**src/rtl/mem_arb_pkg.sv**
```systemverilog
// mem_arb_pkg: shared types and default widths for the two-port memory arbiter.
//   state_t        - arbiter FSM states
//   gnt_t          - which requester owns the current transaction
//   MEM_ARB_ADDR_W - default byte-address width
//   MEM_ARB_DATA_W - default data width (byte mask is DATA_W/8)
package mem_arb_pkg;

  localparam int unsigned MEM_ARB_ADDR_W = 16;
  localparam int unsigned MEM_ARB_DATA_W = 16;

  typedef enum logic [2:0] {
    IDLE,
    SERVE_I,
    SERVE_D,
    RESP_I,
    RESP_D
  } state_t;

  typedef enum logic {
    GNT_I,
    GNT_D
  } gnt_t;

endpackage

```
**src/rtl/mem_arbiter.sv**
```systemverilog
// mem_arbiter: arbitrates an instruction port and a data port onto a single
// downstream memory port, one transaction at a time.
//
// Ports
//   clk, rst                       clock, synchronous active-high reset
//   i_read, i_address              instruction read request (held until i_resp)
//   i_resp, i_rdata                instruction completion strobe / read data
//   d_read, d_write, d_wmask,
//   d_address, d_wdata             data request (held until d_resp)
//   d_resp, d_rdata                data completion strobe / read data
//   mem_read, mem_write, mem_wmask,
//   mem_address, mem_wdata         downstream request (valid only in SERVE states)
//   mem_resp, mem_rdata            downstream completion / read data
//
// Configuration
//   MEM_ARB_RR_EN  defined   : simultaneous requests alternate (round robin)
//                  undefined : data port always wins ties
module mem_arbiter
  import mem_arb_pkg::*;
#(
  parameter int unsigned ADDR_W = MEM_ARB_ADDR_W,
  parameter int unsigned DATA_W = MEM_ARB_DATA_W
) (
  input  logic                clk,
  input  logic                rst,
  input  logic                i_read,
  input  logic [ADDR_W-1:0]   i_address,
  output logic                i_resp,
  output logic [DATA_W-1:0]   i_rdata,
  input  logic                d_read,
  input  logic                d_write,
  input  logic [DATA_W/8-1:0] d_wmask,
  input  logic [ADDR_W-1:0]   d_address,
  input  logic [DATA_W-1:0]   d_wdata,
  output logic                d_resp,
  output logic [DATA_W-1:0]   d_rdata,
  output logic                mem_read,
  output logic                mem_write,
  output logic [DATA_W/8-1:0] mem_wmask,
  output logic [ADDR_W-1:0]   mem_address,
  output logic [DATA_W-1:0]   mem_wdata,
  input  logic                mem_resp,
  input  logic [DATA_W-1:0]   mem_rdata
);

  localparam int unsigned MASK_W = DATA_W / 8;

  state_t              r_state;
  state_t              w_next;
  gnt_t                w_grant;
  logic                w_i_req;
  logic                w_d_req;
  logic                r_write;
  logic [ADDR_W-1:0]   r_addr;
  logic [MASK_W-1:0]   r_wmask;
  logic [DATA_W-1:0]   r_wdata;
  logic [DATA_W-1:0]   r_rdata;
`ifdef MEM_ARB_RR_EN
  gnt_t                r_last;
`endif

  // Arbitration; d_read together with d_write is still a single data request.
  always_comb begin
    w_i_req = i_read;
    w_d_req = d_read | d_write;
    w_grant = GNT_D;
    if (w_i_req && w_d_req) begin
`ifdef MEM_ARB_RR_EN
      w_grant = (r_last == GNT_D) ? GNT_I : GNT_D;
`else
      w_grant = GNT_D;
`endif
    end else if (w_i_req) begin
      w_grant = GNT_I;
    end
  end

  // FSM: state register
  always_ff @(posedge clk) begin
    if (rst) r_state <= IDLE;
    else     r_state <= w_next;
  end

  // FSM: next state
  always_comb begin
    w_next = r_state;
    case (r_state)
      IDLE:    if (w_i_req || w_d_req) w_next = (w_grant == GNT_I) ? SERVE_I : SERVE_D;
      SERVE_I: if (mem_resp) w_next = RESP_I;
      SERVE_D: if (mem_resp) w_next = RESP_D;
      RESP_I:  w_next = IDLE;
      RESP_D:  w_next = IDLE;
      default: w_next = IDLE;
    endcase
  end

  // Request latch and response capture. The pointer is written on the same
  // edge that enters SERVE_x, so it always names the port being served.
  always_ff @(posedge clk) begin
    if (rst) begin
      r_write <= 1'b0;
      r_addr  <= '0;
      r_wmask <= '0;
      r_wdata <= '0;
      r_rdata <= '0;
`ifdef MEM_ARB_RR_EN
      r_last  <= GNT_I;
`endif
    end else begin
      case (r_state)
        IDLE: begin
          if (w_i_req || w_d_req) begin
            if (w_grant == GNT_I) begin
              r_write <= 1'b0;
              r_addr  <= i_address;
              r_wmask <= '0;
              r_wdata <= '0;
            end else begin
              r_write <= d_write;
              r_addr  <= d_address;
              r_wmask <= d_wmask;
              r_wdata <= d_wdata;
            end
`ifdef MEM_ARB_RR_EN
            r_last <= w_grant;
`endif
          end
        end
        SERVE_I, SERVE_D: begin
          if (mem_resp) r_rdata <= mem_rdata;
        end
        default: ;
      endcase
    end
  end

  // FSM: outputs. Gated by rst so everything is quiet for the whole reset cycle.
  always_comb begin
    i_resp      = 1'b0;
    i_rdata     = '0;
    d_resp      = 1'b0;
    d_rdata     = '0;
    mem_read    = 1'b0;
    mem_write   = 1'b0;
    mem_wmask   = '0;
    mem_address = '0;
    mem_wdata   = '0;
    if (!rst) begin
      case (r_state)
        SERVE_I: begin
          mem_read    = 1'b1;
          mem_address = r_addr;
        end
        SERVE_D: begin
          mem_read    = ~r_write;
          mem_write   = r_write;
          mem_wmask   = r_wmask;
          mem_address = r_addr;
          mem_wdata   = r_wdata;
        end
        RESP_I: begin
          i_resp  = 1'b1;
          i_rdata = r_rdata;
        end
        RESP_D: begin
          d_resp  = 1'b1;
          d_rdata = r_rdata;
        end
        default: ;
      endcase
    end
  end

endmodule
```
**config.mk**
```make
export PLATFORM = sky130hd
export DESIGN_NAME = mem_arbiter
export DESIGN_NICKNAME = d
export VERILOG_FILES = /design/src/rtl/mem_arb_pkg.sv /design/src/rtl/mem_arbiter.sv
export SDC_FILE = /design/constraint.sdc
export NUM_CORES = 1
export LEC_CHECK = 0
export CORE_UTILIZATION = 43
export DETAILED_ROUTE_END_ITERATION = 16
export PLACE_DENSITY = 0.86
export SLEW_MARGIN = 20
export SYNTH_ARGS = -nofsm -noshare
export SYNTH_HDL_FRONTEND = slang
export SYNTH_SLANG_ARGS = --single-unit
```
**constraint.sdc**
```tcl
create_clock -name clk -period 6.2 [get_ports clk]
set_clock_uncertainty 0.05 [all_clocks]
set_input_delay 1.86 -clock clk [delete_from_list [all_inputs] [get_ports clk]]
set_output_delay 1.86 -clock clk [all_outputs]
set_load 0.01 [all_outputs]
```
# [After elaboration in Yosys (flattened, before gate mapping)]
# Index checks and enable logic that the tools add are counted.
[word_totals] register_bits=54 input_bits=72 out_inout_bits=70 elab_cells=51
[op_classes] eq_ne=7 mux=29 n_bitwise=2 reduce_logical=7
[ops] cell="$mux 16" count=10
[ops] cell="$mux 1" count=10
[ops] cell="$mux 3" count=3
[ops] cell="$pmux 3 s3" count=1
[ops] cell="$mux 2" count=4
[ops] cell="$eq 3x2->1 const B" count=2
[ops] cell="$ne 2x2->1 const B" count=3
[ops] cell="$reduce_and 2->1" count=2
[ops] cell="$eq 3x1->1 const B" count=1
[ops] cell="$eq 3x3->1 const B" count=1
[ops] cell="$logic_not 3->1" count=1
[ops] cell="$reduce_and 3->1" count=1
[ops] cell="$pmux 1 s2" count=1
[ops] cell="$reduce_or 2->1" count=1
[ops] cell="$logic_and 1x1->1" count=1
[ops] cell="$logic_or 1x1->1" count=1
[ops] cell="$not 1->1" count=1
[ops] cell="$or 1x1->1" count=1

# [Longest topological paths before layout]
# Gate-level depths: netlist of the first run.
[depth] depth_word=6 mapped_depth=6 depth_no_buf=3

# [Least setup slack after synthesis of the first run]
# OpenSTA, ideal clock, no wires.
[synth_timing] path_type="input to output" start="input rst" end="output i_rdata[10]" arrival_ns=2.835 required_time_ns=4.290 setup_slack_ns=1.455 cell_stages=5 path_buffers=2 path_cell_list="or2_0 clkbuf_2 nor2_1 buf_2 and2_1"
[synth_via] elab_chain_cells=1
[synth_rtl] element="from (decl)" line="mem_arbiter.sv:25" source="input logic rst,"
[synth_rtl] element="$mux 16" line="mem_arbiter.sv:148" source="if (!rst) begin"
[synth_rtl] element="to (decl)" line="mem_arbiter.sv:29" source="output logic [DATA_W-1:0] i_rdata,"
# Every way passes these cells.

# [Worst setup path after layout of the first run]
[layout_timing] start="input rst" end="output mem_wdata[5]"
[layout_via] elab_chain_cells=1
[layout_rtl] element="$mux 16" line="mem_arbiter.sv:148"
[layout_rtl] element="to (decl)" line="mem_arbiter.sv:41" source="output logic [DATA_W-1:0] mem_wdata,"
# Every way passes these cells.

==> results of run 1 <==
[power by group through the flow]
stage / combinational [uW] / clock [uW] / sequential (uW)
after floorplan: 98.6 / 0 / 397
after global placement: 164 / 0 / 405
after detailed placement: 169 / 0 / 407
after CTS: 170 / 241 / 399
after global routing: 187 / 256 / 404
final: 171 / 234 / 399
[cells in the final DEF, fill, tap and decap left out, types with 2 or more instances in the layout]
master           synthesis  routed
dfxtp_1                 54      54
inv_1                    2       2
nor2_1                   4       3
a21oi_1                 19      19
buf_4                    3       8
mux2i_1                 16      16
a211oi_1                16      16
clkdlybuf4s50_1          0     141
o21ai_0                 16      16
nor3_1                   2       2
a22o_1                  18      18
or4b_2                  16      16
and2_1                  68      68
clkbuf_8                 0       5
nand2_1                 33      33
[sequential cells by signal, summed over array words and instances, names as in the netlist]
signal	flops
r_rdata	16
r_wmask	2
r_wdata	16
r_addr	16
r_write	1
r_state	3
[cells in the mapped netlist, drive strengths merged]
cell	number
and2	68
dfxtp	54
nand2	33
a21oi	20
a22o	18
a211oi	16
mux2i	16
o21ai	16
or4b	16
buf	14
clkbuf	13
nor2	4
nor3	3
inv	2
nor3b	2
nor4	2
a2111oi	1
a31o	1
nand2b	1
nor2b	1
nor4b	1
or2	1
or3	1
xnor2	1
[worst min-delay path, delay by kind of cell, from the launching register on]
family	cells	cell delay [ns]
flip-flops	1	0.32
multiplexers	1	0.05
AND/OR/NAND/NOR	1	0.05
[logic make-up (layout without fill, tap and decap cells)]
| logic type | Yosys count | count (layout) | synth area share |
|---|---|---|---|
| multiplexers | 16 | 16 | 0.0586 |
| XOR/XNOR | 1 | 1 | 0.00321 |
| buffers and inverters | 29 | 160 | 0.0573 |
| AO/OA/AOI/OAI | 72 | 72 | 0.178 |
| AND/OR/NAND/NOR | 133 | 133 | 0.307 |
| flip-flops | 54 | 54 | 0.396 |
[worst paths after layout]
check	from	endpoint	slack [ns]	depth (start not counted)
max reg2reg	r_state[1]	r_wdata[3]	4.24	4
min reg2reg	r_rdata[8]	r_rdata[8]	0.42	2
min	r_rdata[8]	r_rdata[8]	0.42	2
max	rst	mem_wdata[5]	0.47	6
[layer usage]
layer	share of wire	wire (microns)	vias to the layer above
met5	0	0	-
met4	0.012	89	0
met3	0.054	384	7
met2	0.51	3690	80
met1	0.42	3010	1219
li1	-	-	1322
[metrics by stage]
step                setup slack (ns)  utilization
CTS                            0.457        0.708
floorplan                       1.46            -
global route                   0.330        0.711
global placement               0.574        0.689
finish                         0.466        0.711
detailed placement             0.477        0.689
[area by class of cell]
class,instances,area (sq um),share of cell area
Clock buffer,5,68.8,0.0161
Clock inverter,3,43.8,0.0102
Inverter,2,7.51,0.00175
Multi-Input combinational cell,222,1500,0.351
Sequential cell,54,1080,0.252
Tap cell,75,93.8,0.0219
Timing Repair Buffer,150,1490,0.347
==> flow_metrics.env, run 1 <==
export IMPL_min_period_ns=5.73
export IMPL_dp_hpwl_microns=5340
export IMPL_grt_max_degree=36
export IMPL_cts_resized=0
export IMPL_crit_buf_inv=3
export IMPL_die_area_sq_um=6670
export IMPL_p_seq_frac=0.496
export IMPL_fillers=503
export IMPL_nets=507
export IMPL_max_clock_path_buffers=2
export IMPL_wl_microns=7170
export IMPL_required_ns=4.29
export IMPL_syn_area_sq_um=2730
export IMPL_port_buffers=141
export IMPL_fin_tns_setup_ns=0
export IMPL_drv_cap=0
export IMPL_synth_fp_nets=377
export IMPL_p_comb_frac=0.213
export IMPL_gp_congestion=0.764
export IMPL_finalSetupViolCount=0
export IMPL_status="completed"
export IMPL_fp_dieH_microns=81.7
export IMPL_antenna_cells=0
export IMPL_numCtsBuffers=5
export IMPL_antenna_found_initial=0
export IMPL_ys_top_cells_by_area="dfxtp_1, and2_1, mux2i_1"
export IMPL_cts_root_buf="clkbuf_8"
export IMPL_drtIter0Drc=110
export IMPL_yosysTopAreaCell="dfxtp_1"
export IMPL_power_density_nw_per_um2=188
export IMPL_synthDistinctLibCells=31
export IMPL_hold_buffers=0
export IMPL_clk_pin_slew_ns=0.09
export IMPL_cts_tree="yes"
export IMPL_rows=28
export IMPL_hp_class="register to register"
export IMPL_endpoint_kind="primary output"
export IMPL_met2_usage=0.403
export IMPL_drc=0
export IMPL_drive_gt1_frac=0.0940
export IMPL_crit_chain="clkdlybuf4s50_1, or2_0, nor3_1, buf_4, and2_1, clkdlybuf4s50_1"
export IMPL_cts_sinks=54
export IMPL_via_per_inst=5.14
export IMPL_slowest_stage="clkdlybuf4s50_1"
export IMPL_slew_viol_final=0
export IMPL_critical_path_class="input pin to primary output"
export IMPL_ys_seq_elements=54
export IMPL_finalCritPeriodShare=0.925
export IMPL_cp_max_fo=20
export IMPL_area_growth_pct=56.8
export IMPL_clock_latency_ns=0.30
export IMPL_grt_use_met3=0.0444
export IMPL_cts_setup_buffers=0
export IMPL_peakVddDrop_mv=0.115
export IMPL_crit_path_start_kind="input pin"
export IMPL_grt_usage=0.222
export IMPL_worst_pin_slew_ns=0.929
export IMPL_grt_pass1_vias=2511
export IMPL_ys_warn_count=0
export IMPL_grt_pass1_wl_microns=11500
export IMPL_vias=2628
export IMPL_slowest_delay_ns=0.54
export IMPL_ys_seq_area_frac=0.396
export IMPL_h_tree_depth=2
export IMPL_finalNonFillerCells=511
export IMPL_p_int_uw=598
export IMPL_rsz0062_at_grt="no"
export IMPL_start_util=0.453
export IMPL_switching_share=0.257
export IMPL_relSlewSlack=0.376
export IMPL_max_freq_mhz=174
export IMPL_die_x_microns=81.7
export IMPL_crit_family="buffers and inverters"
export IMPL_design_area_sq_um=4280
export IMPL_synth_top_cell_area_share=0.396
export IMPL_p_leak_uw=0.00159
export IMPL_finalPower_uw=804
export IMPL_grt_use_met1=0.261
export IMPL_p_clk_frac=0.291
export IMPL_synth_cells=305
export IMPL_finalHoldViolations=0
export IMPL_crit_arrival_ns=3.82
export IMPL_placedCellCount=502
export IMPL_avgSynthCellArea_sq_um=8.96
export IMPL_p_switching_uw=206
export IMPL_critical_path_most_common_cell="clkdlybuf4s50_1"
export IMPL_final_antenna_net_count=0
export IMPL_wire_per_inst_microns=14.0
export IMPL_grt_overflow_total=0
export IMPL_io_pins=142
export IMPL_detail_route_first_pass_iterations=4
export IMPL_place_area_sq_um=4150
export IMPL_top_usage_layer="met2"
export IMPL_hold_ws_ns=0.420
export IMPL_fp_coreArea_sq_um=6030
Power figures use the tool's default switching activity.
==> inputs of run 2 (changes only) <==
--- a/config.mk
+++ b/config.mk
@@ -6,6 +6,7 @@
 export NUM_CORES = 1
 export LEC_CHECK = 0
 export CORE_UTILIZATION = 43
+export CTS_CLUSTER_DIAMETER = 60
 export DETAILED_ROUTE_END_ITERATION = 16
 export PLACE_DENSITY = 0.86
 export SLEW_MARGIN = 20
==> results of run 2 <==
The final DEF is identical to that of run 1; final timing and power are the same.
